**config.mk**
```make
export PLATFORM = sky130hd
export DESIGN_NAME = wb_regfile_flat
export DESIGN_NICKNAME = d
export VERILOG_FILES = /design/src/rtl/wb_regfile_pkg.sv /design/src/rtl/wb_regfile_if.sv /design/src/rtl/wb_regfile_rf_scoreboard.sv /design/src/rtl/wb_regfile.sv /design/src/flat_wrapper.sv
export SDC_FILE = /design/constraint.sdc
export NUM_CORES = 1
export LEC_CHECK = 0
export CAP_MARGIN = 10
export CORE_UTILIZATION = 40
export CTS_CLUSTER_DIAMETER = 30
export DETAILED_ROUTE_END_ITERATION = 7
export PLACE_DENSITY = 0.59
export SETUP_SLACK_MARGIN = 0.15
export SLEW_MARGIN = 5
export SYNTH_ARGS = -nofsm -noshare
export SYNTH_HDL_FRONTEND = slang
export SYNTH_SLANG_ARGS = --single-unit
```
**constraint.sdc**
```tcl
create_clock -name clock -period 5 [get_ports clock]
set_input_delay 1 -clock clock [delete_from_list [all_inputs] [get_ports clock]]
set_output_delay 1 -clock clock [all_outputs]
set_load 0.01 [all_outputs]
```
**src/rtl/wb_regfile_pkg.sv**
```systemverilog
// wb_regfile_pkg: pipeline typedefs and constants shared by the write-back register file
package wb_regfile_pkg;
  localparam int DATA_W = 8;
  localparam int RF_ADRS_W = 4;
  localparam int NREGS = 2 ** RF_ADRS_W;
  typedef logic [DATA_W-1:0] t_data;
  typedef logic [RF_ADRS_W-1:0] t_RFadrs;
  typedef logic [RF_ADRS_W:0] t_cnt;
  typedef logic [NREGS-1:0] t_mask;
  function automatic t_cnt popcount(input t_mask v);
    t_cnt c;
    c = '0;
    for (int i = 0; i < NREGS; i++) c += t_cnt'(v[i]);
    return c;
  endfunction
endpackage

```
**src/rtl/wb_regfile_if.sv**
```systemverilog
// wb_regfile_if: WB write, issue and decode read signals of the register file
interface wb_regfile_if;
  import wb_regfile_pkg::*;
  logic wr_en;
  t_RFadrs dst;
  t_data data_in;
  logic issue_en;
  t_RFadrs issue_dst;
  t_RFadrs rd_adrs_a;
  t_RFadrs rd_adrs_b;
  t_data rd_data_a;
  t_data rd_data_b;
  logic pending_a;
  logic pending_b;
  t_cnt pending_cnt;
  modport master (
    output wr_en, dst, data_in, issue_en, issue_dst, rd_adrs_a, rd_adrs_b,
    input rd_data_a, rd_data_b, pending_a, pending_b, pending_cnt
  );
  modport slave (
    input wr_en, dst, data_in, issue_en, issue_dst, rd_adrs_a, rd_adrs_b,
    output rd_data_a, rd_data_b, pending_a, pending_b, pending_cnt
  );
endinterface

```
**src/rtl/wb_regfile_rf_scoreboard.sv**
```systemverilog
// rf_scoreboard: per-register pending bits with set-over-clear priority and a registered population count
module rf_scoreboard
  import wb_regfile_pkg::*;
(
  input  logic    clock,
  input  logic    rst_n,
  input  logic    set_en,
  input  t_RFadrs set_adrs,
  input  logic    clr_en,
  input  t_RFadrs clr_adrs,
  output t_mask   pend,
  output t_cnt    cnt
);
  t_mask set_mask, clr_mask, nxt;
  always_comb begin
    set_mask = set_en ? t_mask'(1) << set_adrs : '0;
    clr_mask = clr_en ? t_mask'(1) << clr_adrs : '0;
    nxt = (pend & ~clr_mask) | set_mask;
  end
  always_ff @(posedge clock) begin
    if (!rst_n) begin
      pend <= '0;
      cnt <= '0;
    end else begin
      pend <= nxt;
      cnt <= popcount(nxt);
    end
  end
endmodule

```
**src/rtl/wb_regfile.sv**
```systemverilog
// wb_regfile: write-back register file with bypassed dual read ports and a pending-write scoreboard
module wb_regfile
  import wb_regfile_pkg::*;
(
  input logic clock,
  input logic rst_n,
  wb_regfile_if.slave bus
);
  t_data regs [NREGS];
  t_mask pend;
  logic hit_a, hit_b;
  always_ff @(posedge clock) begin
    if (!rst_n) regs <= '{default: '0};
    else if (bus.wr_en) regs[bus.dst] <= bus.data_in;
  end
  rf_scoreboard u_sb (
    .clock(clock),
    .rst_n(rst_n),
    .set_en(bus.issue_en),
    .set_adrs(bus.issue_dst),
    .clr_en(bus.wr_en),
    .clr_adrs(bus.dst),
    .pend(pend),
    .cnt(bus.pending_cnt)
  );
  always_comb begin
    hit_a = bus.wr_en && bus.dst == bus.rd_adrs_a;
    hit_b = bus.wr_en && bus.dst == bus.rd_adrs_b;
    bus.rd_data_a = hit_a ? bus.data_in : regs[bus.rd_adrs_a];
    bus.rd_data_b = hit_b ? bus.data_in : regs[bus.rd_adrs_b];
    bus.pending_a = pend[bus.rd_adrs_a] && !hit_a;
    bus.pending_b = pend[bus.rd_adrs_b] && !hit_b;
  end
endmodule

```
**src/flat_wrapper.sv**
```systemverilog
// flat-port wrapper written by rule: the top's interface ports become plain ports
module wb_regfile_flat import wb_regfile_pkg::*;
  (clock, rst_n, bus_wr_en, bus_dst, bus_data_in, bus_issue_en, bus_issue_dst, bus_rd_adrs_a, bus_rd_adrs_b, bus_rd_data_a, bus_rd_data_b, bus_pending_a, bus_pending_b, bus_pending_cnt);
  wb_regfile_if bus_i ();
  input logic clock;
  input logic rst_n;
  input wire logic [$bits(bus_i.wr_en)-1:0] bus_wr_en;
  input wire logic [$bits(bus_i.dst)-1:0] bus_dst;
  input wire logic [$bits(bus_i.data_in)-1:0] bus_data_in;
  input wire logic [$bits(bus_i.issue_en)-1:0] bus_issue_en;
  input wire logic [$bits(bus_i.issue_dst)-1:0] bus_issue_dst;
  input wire logic [$bits(bus_i.rd_adrs_a)-1:0] bus_rd_adrs_a;
  input wire logic [$bits(bus_i.rd_adrs_b)-1:0] bus_rd_adrs_b;
  output wire logic [$bits(bus_i.rd_data_a)-1:0] bus_rd_data_a;
  output wire logic [$bits(bus_i.rd_data_b)-1:0] bus_rd_data_b;
  output wire logic [$bits(bus_i.pending_a)-1:0] bus_pending_a;
  output wire logic [$bits(bus_i.pending_b)-1:0] bus_pending_b;
  output wire logic [$bits(bus_i.pending_cnt)-1:0] bus_pending_cnt;
  assign bus_i.wr_en = bus_wr_en;
  assign bus_i.dst = bus_dst;
  assign bus_i.data_in = bus_data_in;
  assign bus_i.issue_en = bus_issue_en;
  assign bus_i.issue_dst = bus_issue_dst;
  assign bus_i.rd_adrs_a = bus_rd_adrs_a;
  assign bus_i.rd_adrs_b = bus_rd_adrs_b;
  assign bus_rd_data_a = bus_i.rd_data_a;
  assign bus_rd_data_b = bus_i.rd_data_b;
  assign bus_pending_a = bus_i.pending_a;
  assign bus_pending_b = bus_i.pending_b;
  assign bus_pending_cnt = bus_i.pending_cnt;
  wb_regfile u_core (.clock(clock), .rst_n(rst_n), .bus(bus_i));
endmodule
```
* Yosys cells after proc, flatten, opt, wreduce, memory -nomap -nowiden
Cells that the tools add are included.
Word-level totals: flip-flop bits (word level) 149, logic and storage cells 73
Cells by class: multiplexer cells 17, add/subtract/negate cells 15, shift-type cells 2, eq/ne operators 2, reduce and logical (&&, ||, !) cells 7, bitwise logic cells 6, $lt $le $gt $ge 6
Operators with widths (count):
- 128-bit bitwise mux | 1
- 8-bit binary-select mux with 4-bit select | 2
- 8-bit 2-to-1 mux | 7
- 5-bit by 1-bit adder with 5-bit output | 11
- 8-bit demux with 4-bit select | 1
- 16-bit 2-to-1 mux | 2
- 1-bit by 4-bit left shift with 16-bit output, first input constant | 2
- 16-bit AND | 1
- 16-bit inverter | 1
- 16-bit bitwise OR | 1
- 5-bit greater-or-equal comparator, second input constant | 3
- 4-bit inverter with 5-bit output | 3
- 4-bit by 5-bit < comparator with 1-bit output, second input constant | 2
- 1-bit binary-select mux with 4-bit select | 2
- 4-bit == test | 2
- 4-bit by 1-bit adder with 5-bit output | 1
- 1-bit logical AND | 5
- 5-bit by 1-bit < comparator with 1-bit output, second input constant | 1
- 3-bit by 1-bit adder with 4-bit output | 1
- 2-bit by 1-bit adder with 3-bit output | 1
- 1-bit by 1-bit adder with 2-bit output | 1
- 1-bit logical NOT | 2
- 1-bit 2-to-1 mux | 2

* Longest topological paths before layout
Gate-level depths: netlist (run 1).
depth after elaboration 20, mapped depth 18, gate-level depth less buffers 16

* Hierarchy
From an unflattened synthesis (run 1), not the netlist that was laid out.
Unflattened totals: cell total of the unflattened synthesis 857, area, all modules 9095.0 um^2
Modules (own cells, without submodules):
- wb_regfile | cells an instance 721, area each 7772.5 um^2, instances 1
- rf_scoreboard | cells an instance 136, area each 1322.5 um^2, instances 1

* Worst setup path after synthesis (run 1)
Ideal clock, no wire load.
path type input to register, start in bus_dst[2], end reg u_core.u_sb.cnt[3], slack 0.087 ns, buffers on the path 2, arrival time 4.798 ns, setup time 0.115 ns, stages on the path 15, cell sequence clkbuf_1 -> nand2b_1 -> or2_2 -> clkbuf_1 -> a32oi_1 -> fa_1 -> fa_1 -> fa_1 -> fa_1 -> inv_1 -> ha_1 -> a21o_1 -> a21oi_1 -> xnor2_1 -> and2_1
Between the ends: cells in the longest elaborated chain, start to end 20
Ends and longest elaborated chain:
- start, declared | RTL line flat_wrapper.sv:8 | input wire logic [$bits(bus_i.dst)-1:0] bus_dst;
- 1-bit by 4-bit left shift with 16-bit output * | RTL line wb_regfile_rf_scoreboard.sv:17 | clr_mask = clr_en ? t_mask'(1) << clr_adrs : '0;
- 16-bit 2-to-1 mux * | RTL line wb_regfile_rf_scoreboard.sv:17
- 16-bit inverter * | RTL line wb_regfile_rf_scoreboard.sv:18 | nxt = (pend & ~clr_mask) | set_mask;
- 16-bit AND * | RTL line wb_regfile_rf_scoreboard.sv:18
- 16-bit bitwise OR * | RTL line wb_regfile_rf_scoreboard.sv:18
- 1-bit by 1-bit adder with 2-bit output | RTL line wb_regfile_pkg.sv:13 | for (int i = 0; i < NREGS; i++) c += t_cnt'(v[i]);
- 2-bit by 1-bit adder with 3-bit output | RTL line wb_regfile_pkg.sv:13
- 3-bit by 1-bit adder with 4-bit output | RTL line wb_regfile_pkg.sv:13
- 4-bit by 1-bit adder with 5-bit output | RTL line wb_regfile_pkg.sv:13
- 5-bit by 1-bit adder with 5-bit output (10 in a row) | RTL line wb_regfile_pkg.sv:13
- 5-bit by 1-bit adder with 5-bit output * | RTL line wb_regfile_pkg.sv:13
- end signal, assigned | RTL line wb_regfile_rf_scoreboard.sv:26 | cnt <= popcount(nxt);
- end, declared | RTL line wb_regfile_rf_scoreboard.sv:12 | output t_cnt cnt
Every way passes the cells marked *; elsewhere a longest branch is shown, timed or not. A chain may end at the register's enable or synchronous reset.

* Final worst setup path (run 1)
start in bus_dst[1], end reg u_core.u_sb.cnt[4]
Between the ends: cells in the longest elaborated chain, start to end 20
Ends and longest elaborated chain:
- 1-bit by 4-bit left shift with 16-bit output | RTL line wb_regfile_rf_scoreboard.sv:17
- 16-bit 2-to-1 mux | RTL line wb_regfile_rf_scoreboard.sv:17
- 16-bit inverter | RTL line wb_regfile_rf_scoreboard.sv:18
- 16-bit AND | RTL line wb_regfile_rf_scoreboard.sv:18
- 16-bit bitwise OR | RTL line wb_regfile_rf_scoreboard.sv:18
- net u_core.u_sb.nxt[1] | RTL line wb_regfile_rf_scoreboard.sv:14 | t_mask set_mask, clr_mask, nxt;
- 1-bit by 1-bit adder with 2-bit output | RTL line wb_regfile_pkg.sv:13
- 2-bit by 1-bit adder with 3-bit output | RTL line wb_regfile_pkg.sv:13
- 3-bit by 1-bit adder with 4-bit output | RTL line wb_regfile_pkg.sv:13
- 4-bit by 1-bit adder with 5-bit output | RTL line wb_regfile_pkg.sv:13
- 5-bit by 1-bit adder with 5-bit output (11 in a row) | RTL line wb_regfile_pkg.sv:13
The timed path passes the listed nets, and every way through them passes these cells.

==> results of run 1 <==
final timing paths:
| path | start | to | cells past startpoint |
|---|---|---|---|
| max | bus_dst[1] | u_core.u_sb.cnt[4] | 15 |
| min | u_core.regs[120] | u_core.regs[120] | 2 |
| max reg2reg | u_core.u_sb.pend[3] | u_core.u_sb.cnt[4] | 12 |
| min reg2reg | u_core.regs[120] | u_core.regs[120] | 2 |
placed cells by master (no fill, tap or decap), drive strengths merged, types with 11 or more instances in the layout:
cell	Yosys	routed
dfxtp	149	149
nand2	107	107
a21boi	91	91
mux2i	90	90
o21ai	73	73
mux4	72	72
buf	33	71
nor2b	56	56
clkdlybuf4s50	0	35
clkbuf	53	20
nand3	19	19
mux2	16	16
inv	13	14
nor2	12	12
and2	11	11
flip-flops by register name (all words and copies together) (netlist names):
register          count
u_core.u_sb.pend     16
u_core.u_sb.cnt       5
u_core.regs         128
kinds of logic (layout without fill, tap and decap cells):
| kind of cell | Yosys count | count (layout) |
|---|---|---|
| simple gates | 221 | 221 |
| buf+inv | 99 | 161 |
| compound gates | 180 | 180 |
| mux | 178 | 178 |
| flops | 149 | 149 |
| xor+xnor | 9 | 9 |
| fa+ha+maj | 15 | 15 |
where the power goes:
group | switching (mW) | internal (mW) | total (mW) | leakage [nW]
registers | 0.0124 | 1.21 | 1.22 | 1.20
logic | 0.201 | 0.168 | 0.370 | 2.84
clock network | 0.522 | 0.913 | 1.44 | 0.313
repair_timing:
item,in CTS,in global routing
gates resized for setup,1,24
hold buffers,0,0
setup buffers,0,2
gates cloned,0,0
endpoints found under the setup margin,1,4
pin swaps,0,9
layout make-up:
class,instances,area (um^2)
Clock buffer,20,456.7
Clock inverter,12,200.2
Fill cell,2013,11250
Inverter,13,48.80
Multi-Input combinational cell,603,5554
Sequential cell,149,2983
Tap cell,280,350.3
Timing Repair Buffer,116,1049
routing by layer:
| layer | wire length [um] | up-vias | share of wire |
|---|---|---|---|
| met5 | 0 | - | 0 |
| met4 | 463 | 0 | 0.018 |
| met3 | 1064 | 30 | 0.041 |
| met2 | 12850 | 160 | 0.49 |
| met1 | 11740 | 3405 | 0.45 |
| li1 | - | 3185 | - |
worst max-delay path, cell delays in order:
cell and delay (ns):
sky130_fd_sc_hd__dlymetal6s2s_1 0.16, sky130_fd_sc_hd__nand3b_1 0.29, sky130_fd_sc_hd__nand2b_4 0.21, sky130_fd_sc_hd__a22o_1 0.21, sky130_fd_sc_hd__fa_1 0.52, sky130_fd_sc_hd__inv_1 0.06, sky130_fd_sc_hd__fa_1 0.51, sky130_fd_sc_hd__fa_1 0.58
sky130_fd_sc_hd__fa_1 0.42, sky130_fd_sc_hd__inv_1 0.07, sky130_fd_sc_hd__ha_1 0.16, sky130_fd_sc_hd__inv_1 0.05, sky130_fd_sc_hd__fa_1 0.37, sky130_fd_sc_hd__nor2b_1 0.17, sky130_fd_sc_hd__o211a_1 0.14
per-stage QoR:
step           worst slack [ns]  TNS (ns)  power, mW  area, um^2  cells
2_1_floorplan            0.1624         0      1.468        8952    851
3_3_place_gp            -0.2602   -0.8432      1.611        9898   1159
3_5_place_dp            -0.2929   -0.9914      1.614        9898   1159
4_1_cts                  0.1731         0      3.037       10560   1191
5_1_grt                  0.2827         0      3.120       10640   1193
6_report                 0.4586         0      3.025       10640   1193
==> Implementation_results.wiki, run 1 <==
{| class="wikitable"
! Metric !! Value
|-
| Area fraction in compound gates after synthesis || 0.1318
|-
| Top post-synthesis cells by area || sky130_fd_sc_hd__dfxtp_1 (33%), sky130_fd_sc_hd__mux4_1 (14%), sky130_fd_sc_hd__mux2i_1 (10%), sky130_fd_sc_hd__a21boi_0 (7.4%), sky130_fd_sc_hd__mux4_2 (6.5%)
|-
| Peak VDD IR || 206.7 uV
|-
| Number of max-slew violations in the final report || 0
|-
| Area share of the largest cell type after synthesis || 0.3336
|-
| Initial DRT Pass Iterations || 5
|-
| Result of the run || finished, final reports clean
|-
| Global Route Usage Sum || 0.2414
|-
| IO buf count || 50
|-
| Number of buffers inserted during clock tree synthesis || 17
|-
| Row count || 54
|-
| Relative area change from synthesis to final layout || 19.00%
|-
| Share of flip-flops with an asynchronous set or reset after synthesis || 0
|-
| Main combinational cell family by area after synthesis || multiplexers
|-
| Maximum number of pins on one net before global-route repair || 108
|-
| Number of distinct library cells after synthesis || 41
|-
| Insertion delay to the later sink of the worst-skew pair || 0.44 ns
|-
| Buffers from clock root to sink, at most || 2
|-
| Hold Fails Final Rpt || 0
|-
| CP Data Arrival Time || 4.92 ns
|-
| Clock tree from TritonCTS || done
|-
| Wire length of the first global-routing pass || 40590 um
|-
| Required time of the critical path || 5.38 ns
|-
| Slew at the pin with the worst max-slew slack || 0.9235 ns
|-
| Overall via count from detail_route || 6780
|-
| Post-synth net total || 894
|-
| Area share of xor/xnor cells in the synthesized design || 0.008815
|-
| CTS Root Cell || sky130_fd_sc_hd__clkbuf_16
|-
| Final estimated routing congestion in global placement || 0.8916
|-
| Leakage power of the design || 4.355 nW
|-
| Synthesis warning total || 0
|-
| H-tree Lvls || 4
|-
| Post-synth top area cell || sky130_fd_sc_hd__dfxtp_1
|-
| Final Routed Wirelength || 26120 um
|-
| Final core utilization || 0.4861
|-
| Post-Synthesis Cell Area || 8942 um^2
|-
| Sequential area share after synthesis || 0.3336
|-
| Fraction of met1 tracks used by global routing || 0.3201
|-
| Period minus WS final || 4.541 ns
|-
| Critical Path Fanout Max || 5
|-
| Vias per cell || 5.683
|-
| Setup crit start kind || input port
|-
| Max-cap violation count || 0
|-
| Cell count after synthesis || 851
|-
| Die area || 22960 um^2
|-
| Normalized max-slew margin || 0.3843
|-
| #FFs+latches synth || 149
|-
| Number of nets with antenna violations after detailed routing || 0
|-
| Ratio of total power to cell area || 284.3 nW/um^2
|-
| Flop-to-flop setup slack || 1.29 ns
|-
| Cell types with the highest counts after synthesis || sky130_fd_sc_hd__dfxtp_1 (149), sky130_fd_sc_hd__nand2_1 (107), sky130_fd_sc_hd__mux2i_1 (90)
|-
| Antenna violations before repair || 0
|-
| Number of violations reported at the end of detailed-routing iteration 0 || 432
|-
| Number of synthesized flops with an enable pin || 0
|-
| Post-route clock skew || 0.01209 ns
|-
| Max Clock Freq || 0.2202 GHz
|-
| Total I/O pin count || 51
|-
| Setup repair after global routing missed its margin || no
|-
| Synth Area in Adders || 0.02938
|-
| Antenna Cells || 0
|-
| Clock-pin slew reported for the worst setup and hold paths after clock tree synthesis || 0.06 ns
|-
| Endpoint type of the worst setup path || register
|-
| Half-perimeter wire length of the detailed placement result || 17150 um
|-
| Setup Crit Path Kind || in -> reg
|-
| Final worst-path cycle share || 0.9083
|-
| Fraction of the mapped netlist area in simple logic gates || 0.1230
|-
| Final setup fails || 0
|-
| Net count of the finished layout || 943
|-
| Chip Height || 151.5 um
|-
| Core region area || 21890 um^2
|-
| GRT overflow || 0
|-
| Mux cell area share after synthesis || 0.3215
|-
| Flip-flop cell with the highest count after synthesis || sky130_fd_sc_hd__dfxtp_1
|-
| Proportion of layout cells with a drive suffix above 1 || 0.1698
|-
| Average detailed-routed wire length per instance || 21.89 um
|-
| Worst min path class || reg -> reg
|-
| Post-synthesis area per instance || 10.51 um^2
|-
| Final worst hold slack || 0.4741 ns
|-
| Overall die width || 151.5 um
|-
| Sinks on the clock net || 149
|-
| Initial Utilization || 0.4085
|-
| Number of remaining DRC errors || 0
|-
| Vias in the first global route || 6809
|-
| Most used routing layer in global routing || met2
|-
| Most frequently used cell type in the post-synthesis netlist || sky130_fd_sc_hd__dfxtp_1
|-
| Global routing met2 resource utilization || 0.4064
|-
| Met3 Usage GRT || 0.03204
|}
No activity file was read; power rests on OpenSTA's default activity.
==> inputs of run 2 (changes only) <==
--- a/config.mk
+++ b/config.mk
@@ -6,12 +6,13 @@
 export NUM_CORES = 1
 export LEC_CHECK = 0
 export CAP_MARGIN = 10
-export CORE_UTILIZATION = 40
+export CORE_UTILIZATION = 50
 export CTS_CLUSTER_DIAMETER = 30
 export DETAILED_ROUTE_END_ITERATION = 7
-export PLACE_DENSITY = 0.59
+export PLACE_DENSITY = 0.71
 export SETUP_SLACK_MARGIN = 0.15
 export SLEW_MARGIN = 5
 export SYNTH_ARGS = -nofsm -noshare
 export SYNTH_HDL_FRONTEND = slang
+export SYNTH_HIERARCHICAL = 1
 export SYNTH_SLANG_ARGS = --single-unit
==> Implementation_results.wiki, run 2 <==
{| class="wikitable"
! Metric !! Value
|-
| Buffers from clock root to sink, at most || 2 (unchanged)
|-
| Post-synth net total || 900 (+0.67%)
|-
| Number of remaining DRC errors || 0 (unchanged)
|-
| Maximum number of pins on one net before global-route repair || 107 (-0.93%)
|-
| Reg2reg start || u_core/u_sb/pend[9]
|-
| NetSw || 0.8179 mW (+11%)
|-
| Final setup fails || 0 (unchanged)
|-
| Area share of the largest cell type after synthesis || 0.3280 (-0.005598)
|-
| Fraction of power consumed by sequential logic || 0.418 (+0.015)
|-
| Register ranked first by flip-flop count || u_core/regs
|-
| Vias per cell || 6.218 (+9.4%)
|-
| CTS Root Cell || sky130_fd_sc_hd__clkbuf_16
|-
| Cell count after synthesis || 857 (+0.71%)
|-
| Worst Reg2Reg Path Length in Cells || 12 (unchanged)
|-
| Peak VDD IR || 233.2 uV (+13%)
|-
| Initial DRT Pass Iterations || 5 (unchanged)
|-
| CP Data Arrival Time || 5.10 ns (+0.18 ns)
|-
| Chip Height || 136.9 um (-9.7%)
|-
| Hold-fix buffers, CTS || 0 (unchanged)
|-
| Result of the run || finished, final reports clean
|-
| Cell repeated most along the worst path || sky130_fd_sc_hd__fa_1
|-
| Synthesis warning total || 6 (+6)
|-
| Setup crit start kind || input port
|-
| Hold Fails Final Rpt || 0 (unchanged)
|-
| Final worst-path cycle share || 0.9541 (+0.04582)
|-
| Number of buffers inserted during clock tree synthesis || 17 (unchanged)
|-
| Critical Path Fanout Max || 7 (+2)
|-
| Number of nets with antenna violations after detailed routing || 0 (unchanged)
|-
| Top Registers || u_core/regs: 128 flops, u_core/u_sb/pend: 16 flops, u_core/u_sb/cnt: 5 flops
|-
| Vias in the first global route || 6924 (+1.7%)
|-
| Startpoint of the lowest-slack hold path || u_core/regs[126]
|-
| Number of violations reported at the end of detailed-routing iteration 0 || 750 (+74%)
|-
| Series of cell instances along the critical path || dlygate4sd2_1 -> buf_4 -> nand3_1 -> a22o_1 -> fa_1 -> fa_1 -> fa_1 -> inv_1 -> fa_1 -> inv_1 -> fa_2 -> fa_2 -> xor2_1 -> and2_1
|-
| Endpoint type of the worst setup path || register
|-
| Die area || 18730 um^2 (-18%)
|-
| Slew at the pin with the worst max-slew slack || 0.9137 ns (-0.009861 ns)
|-
| Setup repair after global routing missed its margin || no
|-
| Row count || 48 (-11%)
|-
| Worst Hold Path EP || u_core/regs[126]
|-
| Hold Path Depth || 2 (unchanged)
|-
| Max Clock Freq || 0.2096 GHz (-4.8%)
|-
| Fraction of met1 tracks used by global routing || 0.3645 (+0.04438)
|-
| Most frequent standard cell in the layout excluding fill and tap cells || sky130_fd_sc_hd__dfxtp_1
|-
| Setup Crit Path Kind || in -> reg
|-
| Number of synthesized flops with an enable pin || 0 (unchanged)
|-
| Post-synth top area cell || sky130_fd_sc_hd__dfxtp_1
|-
| Number of max-slew violations in the final report || 0 (unchanged)
|-
| Switching power as a share of total power || 0.2804 (+0.03698)
|-
| Wire length of the first global-routing pass || 38920 um (-4.1%)
|-
| Slowest cell delay on critical path || 0.56 ns (-0.02 ns)
|-
| Core region area || 17540 um^2 (-20%)
|-
| Most used routing layer in global routing || met2
|-
| Post-route clock skew || 0.01346 ns (+0.001371 ns)
|-
| Required time of the critical path || 5.33 ns (-0.05 ns)
|-
| Flip-flop count of the largest register, all copies and words added || 128 (unchanged)
|-
| Normalized max-slew margin || 0.3909 (+0.006574)
|-
| Final worst hold slack || 0.4887 ns (+0.01457 ns)
|-
| Flop-to-flop setup slack || 1.07 ns (-0.22 ns)
|-
| Clock-pin slew reported for the worst setup and hold paths after clock tree synthesis || 0.07 ns (about the same)
|-
| Leakage power of the design || 4.354 nW (about the same)
|-
| Flip-flop cell with the highest count after synthesis || sky130_fd_sc_hd__dfxtp_1
|-
| Clock network fraction of total power || 0.452 (-0.022)
|-
| Global routing met2 resource utilization || 0.4684 (+0.06202)
|-
| Post-Synthesis Cell Area || 9095 um^2 (+1.7%)
|-
| Sequential area share after synthesis || 0.3280 (-0.005598)
|-
| Share of flip-flops with an asynchronous set or reset after synthesis || 0 (unchanged)
|-
| Commonest cells after routing, fill and taps aside || sky130_fd_sc_hd__dfxtp_1 (149), sky130_fd_sc_hd__mux2i_1 (99), sky130_fd_sc_hd__nand2_1 (97)
|-
| Proportion of layout cells with a drive suffix above 1 || 0.1972 (+0.02744)
|-
| Max-cap violation count || 0 (unchanged)
|-
| Global Route Usage Sum || 0.2814 (+0.03997)
|-
| Half-perimeter wire length of the detailed placement result || 16960 um (-1.1%)
|-
| Worst setup timing slack at the placement stage || -0.4652 ns (-0.1723 ns)
|-
| Relative area change from synthesis to final layout || 17.33%
|-
| Antenna Cells || 0 (unchanged)
|-
| Overall die width || 136.9 um (-9.7%)
|-
| Initial Utilization || 0.5186 (+0.1101)
|-
| Overall via count from detail_route || 7201 (+6.2%)
|-
| Combinational Power Share || 0.130 (+0.008)
|-
| Final setup margin || 0.2294 ns (-0.2291 ns)
|-
| Ratio of total power to cell area || 273.3 nW/um^2 (-3.8%)
|-
| Period minus WS final || 4.771 ns (+0.2291 ns)
|-
| Antenna violations before repair || 0 (unchanged)
|-
| H-tree Lvls || 4 (unchanged)
|-
| IO buf count || 50 (unchanged)
|-
| Insertion delay to the later sink of the worst-skew pair || 0.43 ns (about the same)
|-
| Total instance count after detailed placement || 1123 (-3.1%)
|-
| #FFs+latches synth || 149 (unchanged)
|-
| Net count of the finished layout || 963 (+2.1%)
|-
| R2R Path End || u_core/u_sb/cnt[2]
|-
| Worst min path class || reg -> reg
|-
| Design Area, Final || 10670 um^2 (+0.28%)
|-
| Clock tree from TritonCTS || done
|-
| Sinks on the clock net || 149 (unchanged)
|-
| Cell area after placement || 10050 um^2 (+1.5%)
|-
| Top post-synthesis cells by area || sky130_fd_sc_hd__dfxtp_1 (33%), sky130_fd_sc_hd__mux2i_1 (11%), sky130_fd_sc_hd__mux4_1 (10%), sky130_fd_sc_hd__mux4_2 (8.9%), sky130_fd_sc_hd__a21boi_0 (6.8%)
|-
| Final estimated routing congestion in global placement || 0.8457 (-5.1%)
|-
| Int Power || 2.099 mW (-8.3%)
|-
| Final std cells w/o fill || 1158 (-2.9%)
|-
| Cell types with the highest counts after synthesis || sky130_fd_sc_hd__dfxtp_1 (149), sky130_fd_sc_hd__mux2i_1 (99), sky130_fd_sc_hd__nand2_1 (98)
|-
| Number of distinct library cells after synthesis || 42 (+2.4%)
|-
| Slowest cell on the critical path || sky130_fd_sc_hd__fa_1
|-
| Most frequently used cell type in the post-synthesis netlist || sky130_fd_sc_hd__dfxtp_1
|-
| Final Routed Wirelength || 25740 um (-1.5%)
|-
| GRT overflow || 0 (unchanged)
|-
| Average detailed-routed wire length per instance || 22.23 um (+1.5%)
|-
| Post-synthesis area per instance || 10.61 um^2 (+0.99%)
|-
| Met3 Usage GRT || 0.04963 (+0.01759)
|-
| Total I/O pin count || 51 (unchanged)
|}
-- run 2: cell types whose count changed after synthesis, sizes merged, moves of 3 or more --
| cell | before | now |
|---|---|---|
| or3 | 0 | 6 |
| and2 | 11 | 6 |
| nand2 | 107 | 98 |
| a21boi | 91 | 84 |
| inv | 13 | 8 |
| mux2i | 90 | 99 |
| nand4 | 0 | 3 |
| a22o | 3 | 7 |
| nand3 | 19 | 13 |
| a32o | 1 | 15 |
| o21ai | 73 | 76 |
-- run 2: layout make-up --
cell class	instances	area (um^2)
fill	1426	6865
multi-input combinational	616	5697
sequential	149	2983
timing repair buffer	128	1077
clock buffer	17	425.4
tap	225	281.5
clock inverter	15	177.7
inverter	8	30.03
-- run 2: timing repair --
item | in CTS | in global routing
resized for setup | 14 | 10
cloned | 0 | 0
buffers inserted | 0 | 3
endpoints found under the setup margin | 3 | 4
pin swaps | 3 | 4
-- run 2: worst max path at each step --
stage                           from                  to  slack, ns
floorplan           bus_issue_dst[1]  u_core/u_sb/cnt[2]       0.17
global placement          bus_dst[3]  u_core/u_sb/cnt[2]      -0.43
detailed placement        bus_dst[3]  u_core/u_sb/cnt[2]      -0.47
CTS                       bus_dst[2]  u_core/u_sb/cnt[2]       0.19
global route              bus_dst[0]  u_core/u_sb/cnt[2]       0.14
finish                    bus_dst[0]  u_core/u_sb/cnt[2]       0.23
-- run 2: routing by layer --
metal	part of all wire	wire [um]
met1	0.42	10870
met2	0.49	12490
met3	0.064	1648
met4	0.028	720
met5	0	0
-- run 2: worst max-delay path, delay by kind of cell --
kind / cells / cell delay, ns
XOR/XNOR: 1 / 0.16
adder cells (fa/ha/maj): 6 / 2.79
AO/OA/AOI/OAI: 1 / 0.24
buffers and inverters: 4 / 0.64
AND/OR/NAND/NOR: 2 / 0.26
-- run 2: power groups by stage --
stage          clock, mW  sequential (mW)  combinational [mW]
2_1_floorplan          0             1.24               0.236
3_3_place_gp           0             1.25               0.371
3_5_place_dp           0             1.25               0.373
4_1_cts             1.34             1.22               0.373
5_1_grt             1.39             1.22               0.403
6_report            1.32             1.22               0.379
-- run 2: cells by family (layout without fill, tap and decap cells) --
kind of cell | Yosys count | in the layout | share of synthesized area
XOR/XNOR | 9 | 9 | 0.008667
flip-flops | 149 | 149 | 0.3280
multiplexers | 187 | 187 | 0.3219
AO/OA/AOI/OAI | 191 | 191 | 0.1413
buffers and inverters | 92 | 168 | 0.05049
adder cells (fa/ha/maj) | 15 | 15 | 0.02889
AND/OR/NAND/NOR | 214 | 214 | 0.1208
-- run 2: through the flow --
stage,setup TNS [ns],total power [mW],util
detailed placement,-1.410,1.619,0.5728
global placement,-1.306,1.616,0.5728
global route,0,3.012,0.6085
finish,0,2.917,0.6085
floorplan,0,1.480,-
CTS,0,2.928,0.6072
==> inputs of run 3 (changes only) <==
--- a/config.mk
+++ b/config.mk
@@ -6,10 +6,11 @@
 export NUM_CORES = 1
 export LEC_CHECK = 0
 export CAP_MARGIN = 10
+export CORE_MARGIN = 1.5
 export CORE_UTILIZATION = 50
 export CTS_CLUSTER_DIAMETER = 30
 export DETAILED_ROUTE_END_ITERATION = 7
-export PLACE_DENSITY = 0.71
+export PLACE_DENSITY = 0.69
 export SETUP_SLACK_MARGIN = 0.15
 export SLEW_MARGIN = 5
 export SYNTH_ARGS = -nofsm -noshare
==> constraint.sdc (replaced) <==
create_clock -name clock -period 6.01 [get_ports clock]
set_input_delay 1.202 -clock clock [delete_from_list [all_inputs] [get_ports clock]]
set_output_delay 1.202 -clock clock [all_outputs]
set_load 0.01 [all_outputs]
==> Implementation_results.wiki, run 3 (synthesis gave the netlist of run 2 again) <==
{| class="wikitable"
! Metric !! Value
|-
| Chip Height || 137.9 um (+0.73%)
|-
| Final Routed Wirelength || 25230 um (-2.0%)
|-
| Wire length of the first global-routing pass || 37890 um (-2.6%)
|-
| Slowest cell on the critical path || sky130_fd_sc_hd__clkdlybuf4s50_1
|-
| Vias in the first global route || 6638 (-4.1%)
|-
| Max-cap violation count || 0 (unchanged)
|-
| Critical Path Fanout Max || 7 (unchanged)
|-
| Number of buffers inserted during clock tree synthesis || 17 (unchanged)
|-
| Fraction of power consumed by sequential logic || 0.435 (+0.017)
|-
| Final setup margin || 0.4796 ns (+0.2502 ns)
|-
| Result of the run || finished, final reports clean
|-
| Final core utilization || 0.5760 (-0.03248)
|-
| Endpoint type of the worst setup path || register
|-
| Final estimated routing congestion in global placement || 0.9213 (+8.9%)
|-
| Critical path buffers and inverters || 4 (unchanged)
|-
| Max Clock Freq || 0.1808 GHz
|-
| Top Registers || u_core/regs: 128 flops, u_core/u_sb/pend: 16 flops, u_core/u_sb/cnt: 5 flops
|-
| Maximum number of pins on one net before global-route repair || 99 (-7.5%)
|-
| Final worst-path cycle share || 0.9202
|-
| Core region area || 17900 um^2 (+2.1%)
|-
| Initial Utilization || 0.5080 (-0.01058)
|-
| Number of remaining DRC errors || 0 (unchanged)
|-
| Worst min path class || reg -> reg
|-
| Worst setup timing slack at the placement stage || 0.02554 ns (+0.4908 ns)
|-
| Number of post-CTS setup repair buffers || 0 (unchanged)
|-
| Total instance count after detailed placement || 1091 (-2.8%)
|-
| Commonest cells after routing, fill and taps aside || sky130_fd_sc_hd__dfxtp_1 (149), sky130_fd_sc_hd__mux2i_1 (99), sky130_fd_sc_hd__nand2_1 (98)
|-
| Setup repair after global routing missed its margin || no
|-
| Average detailed-routed wire length per instance || 22.46 um (+1.1%)
|-
| Number of inserted filler cells in the final layout || 1541 (+8.1%)
|-
| Total power draw || 2.332 mW (-20%)
|-
| Clock tree from TritonCTS || done
|-
| TNS Setup || 0 ns (unchanged)
|-
| Number of violations reported at the end of detailed-routing iteration 0 || 564 (-25%)
|-
| Clock-pin slew reported for the worst setup and hold paths after clock tree synthesis || 0.07 ns (about the same)
|-
| Int Power || 1.691 mW (-19%)
|-
| Ratio of total power to cell area || 226.1 nW/um^2 (-17%)
|-
| Insertion delay to the later sink of the worst-skew pair || 0.43 ns (about the same)
|-
| Antenna Cells || 0 (unchanged)
|-
| Clock network fraction of total power || 0.437 (-0.015)
|-
| H-tree Lvls || 4 (unchanged)
|-
| Proportion of layout cells with a drive suffix above 1 || 0.1465 (-0.05068)
|-
| IO buf count || 50 (unchanged)
|-
| Slowest cell delay on critical path || 0.56 ns (about the same)
|-
| Buffers from clock root to sink, at most || 2 (unchanged)
|-
| Flip-flop count of the largest register, all copies and words added || 128 (unchanged)
|-
| Setup Crit Path Kind || in -> reg
|-
| Net count of the finished layout || 924 (-4.0%)
|-
| Hold-fix buffers, CTS || 0 (unchanged)
|-
| Initial DRT Pass Iterations || 5 (unchanged)
|-
| Cell repeated most along the worst path || sky130_fd_sc_hd__fa_1
|-
| Half-perimeter wire length of the detailed placement result || 16510 um (-2.6%)
|-
| Peak VDD IR || 197.9 uV (-15%)
|-
| Period minus WS final || 5.530 ns
|-
| Relative area change from synthesis to final layout || 13.39%
|-
| Sinks on the clock net || 149 (unchanged)
|-
| Global Route Usage Sum || 0.2706 (-0.01071)
|-
| Leakage power of the design || 4.112 nW (-5.6%)
|-
| Series of cell instances along the critical path || clkdlybuf4s50_1 -> buf_4 -> nor2b_1 -> nand2_1 -> a22o_1 -> fa_1 -> fa_1 -> fa_1 -> inv_1 -> fa_1 -> inv_1 -> fa_1 -> fa_1 -> xor2_1 -> and2_1
|-
| GRT overflow || 0 (unchanged)
|-
| Overall die width || 137.9 um (+0.73%)
|-
| CTS Root Cell || sky130_fd_sc_hd__clkbuf_16
|-
| Number of max-slew violations in the final report || 0 (unchanged)
|-
| Hold Fails Final Rpt || 0 (unchanged)
|-
| Design Area, Final || 10310 um^2 (-3.4%)
|-
| Cell area after placement || 9748 um^2 (-3.0%)
|-
| NetSw || 0.6407 mW (-22%)
|-
| Largest delay share family, worst path || adder cells
|-
| Final std cells w/o fill || 1123 (-3.0%)
|-
| Row count || 49 (+2.1%)
|-
| Die area || 19010 um^2 (+1.5%)
|-
| Flop-to-flop setup slack || 1.88 ns (+0.81 ns)
|-
| Total I/O pin count || 51 (unchanged)
|-
| Number of nets with antenna violations after detailed routing || 0 (unchanged)
|-
| Final setup fails || 0 (unchanged)
|-
| Register ranked first by flip-flop count || u_core/regs
|-
| Switching power as a share of total power || 0.2748 (-0.005603)
|-
| CP Data Arrival Time || 5.86 ns (+0.76 ns)
|-
| Slew at the pin with the worst max-slew slack || 0.9952 ns (+0.08154 ns)
|-
| Required time of the critical path || 6.34 ns (+1.01 ns)
|-
| Normalized max-slew margin || 0.3341 (-0.05681)
|-
| Setup crit start kind || input port
|-
| Final worst hold slack || 0.4780 ns (-0.01061 ns)
|-
| Post-route clock skew || 0.01048 ns (-0.002979 ns)
|-
| Overall via count from detail_route || 6976 (-3.1%)
|-
| Combinational Power Share || 0.128 (-0.002)
|-
| Resize count post-CTS || 0 (-14)
|-
| Antenna violations before repair || 0 (unchanged)
|-
| Most frequent standard cell in the layout excluding fill and tap cells || sky130_fd_sc_hd__dfxtp_1
|-
| Vias per cell || 6.212 (-0.11%)
|}
-- run 3: layout make-up --
| cell class | count | area [um^2] | share of cell area |
|---|---|---|---|
| Multi-Input combinational cell | 616 | 5653 | 0.5482 |
| Clock buffer | 20 | 446.7 | 0.04331 |
| Tap cell | 229 | 286.5 | 0.02778 |
| Clock inverter | 12 | 117.6 | 0.01141 |
| Timing Repair Buffer | 89 | 795.8 | 0.07717 |
| Inverter | 8 | 30.03 | 0.002912 |
| Sequential cell | 149 | 2983 | 0.2892 |
-- run 3: tightest hold or removal path, cell delays in order, from the launching register on --
cell	delay, ns
sky130_fd_sc_hd__dfxtp_1	0.32
sky130_fd_sc_hd__nand2_1	0.05
sky130_fd_sc_hd__a21boi_0	0.06
-- run 3: worst paths after layout --
kind                        endpoint                start  cells past startpoint
setup / recovery  u_core/u_sb/cnt[2]           bus_dst[1]                     15
hold / removal      u_core/regs[123]     u_core/regs[123]                      2
hold reg to reg     u_core/regs[123]     u_core/regs[123]                      2
setup reg to reg  u_core/u_sb/cnt[2]  u_core/u_sb/pend[7]                     11
-- run 3: power by group through the flow --
stage	sequential (mW)	clock, mW	combinational [mW]
finish	1.01	1.02	0.298
global route	1.02	1.08	0.319
CTS	1.01	1.03	0.299
detailed placement	1.04	0	0.297
global placement	1.04	0	0.294
floorplan	1.04	0	0.195
-- run 3: metal layers --
layer / track usage / part of all wire
met1: 0.3509 / 0.44
met2: 0.4442 / 0.48
met3: 0.05811 / 0.053
met4: 0.1024 / 0.028
met5: 0 / 0
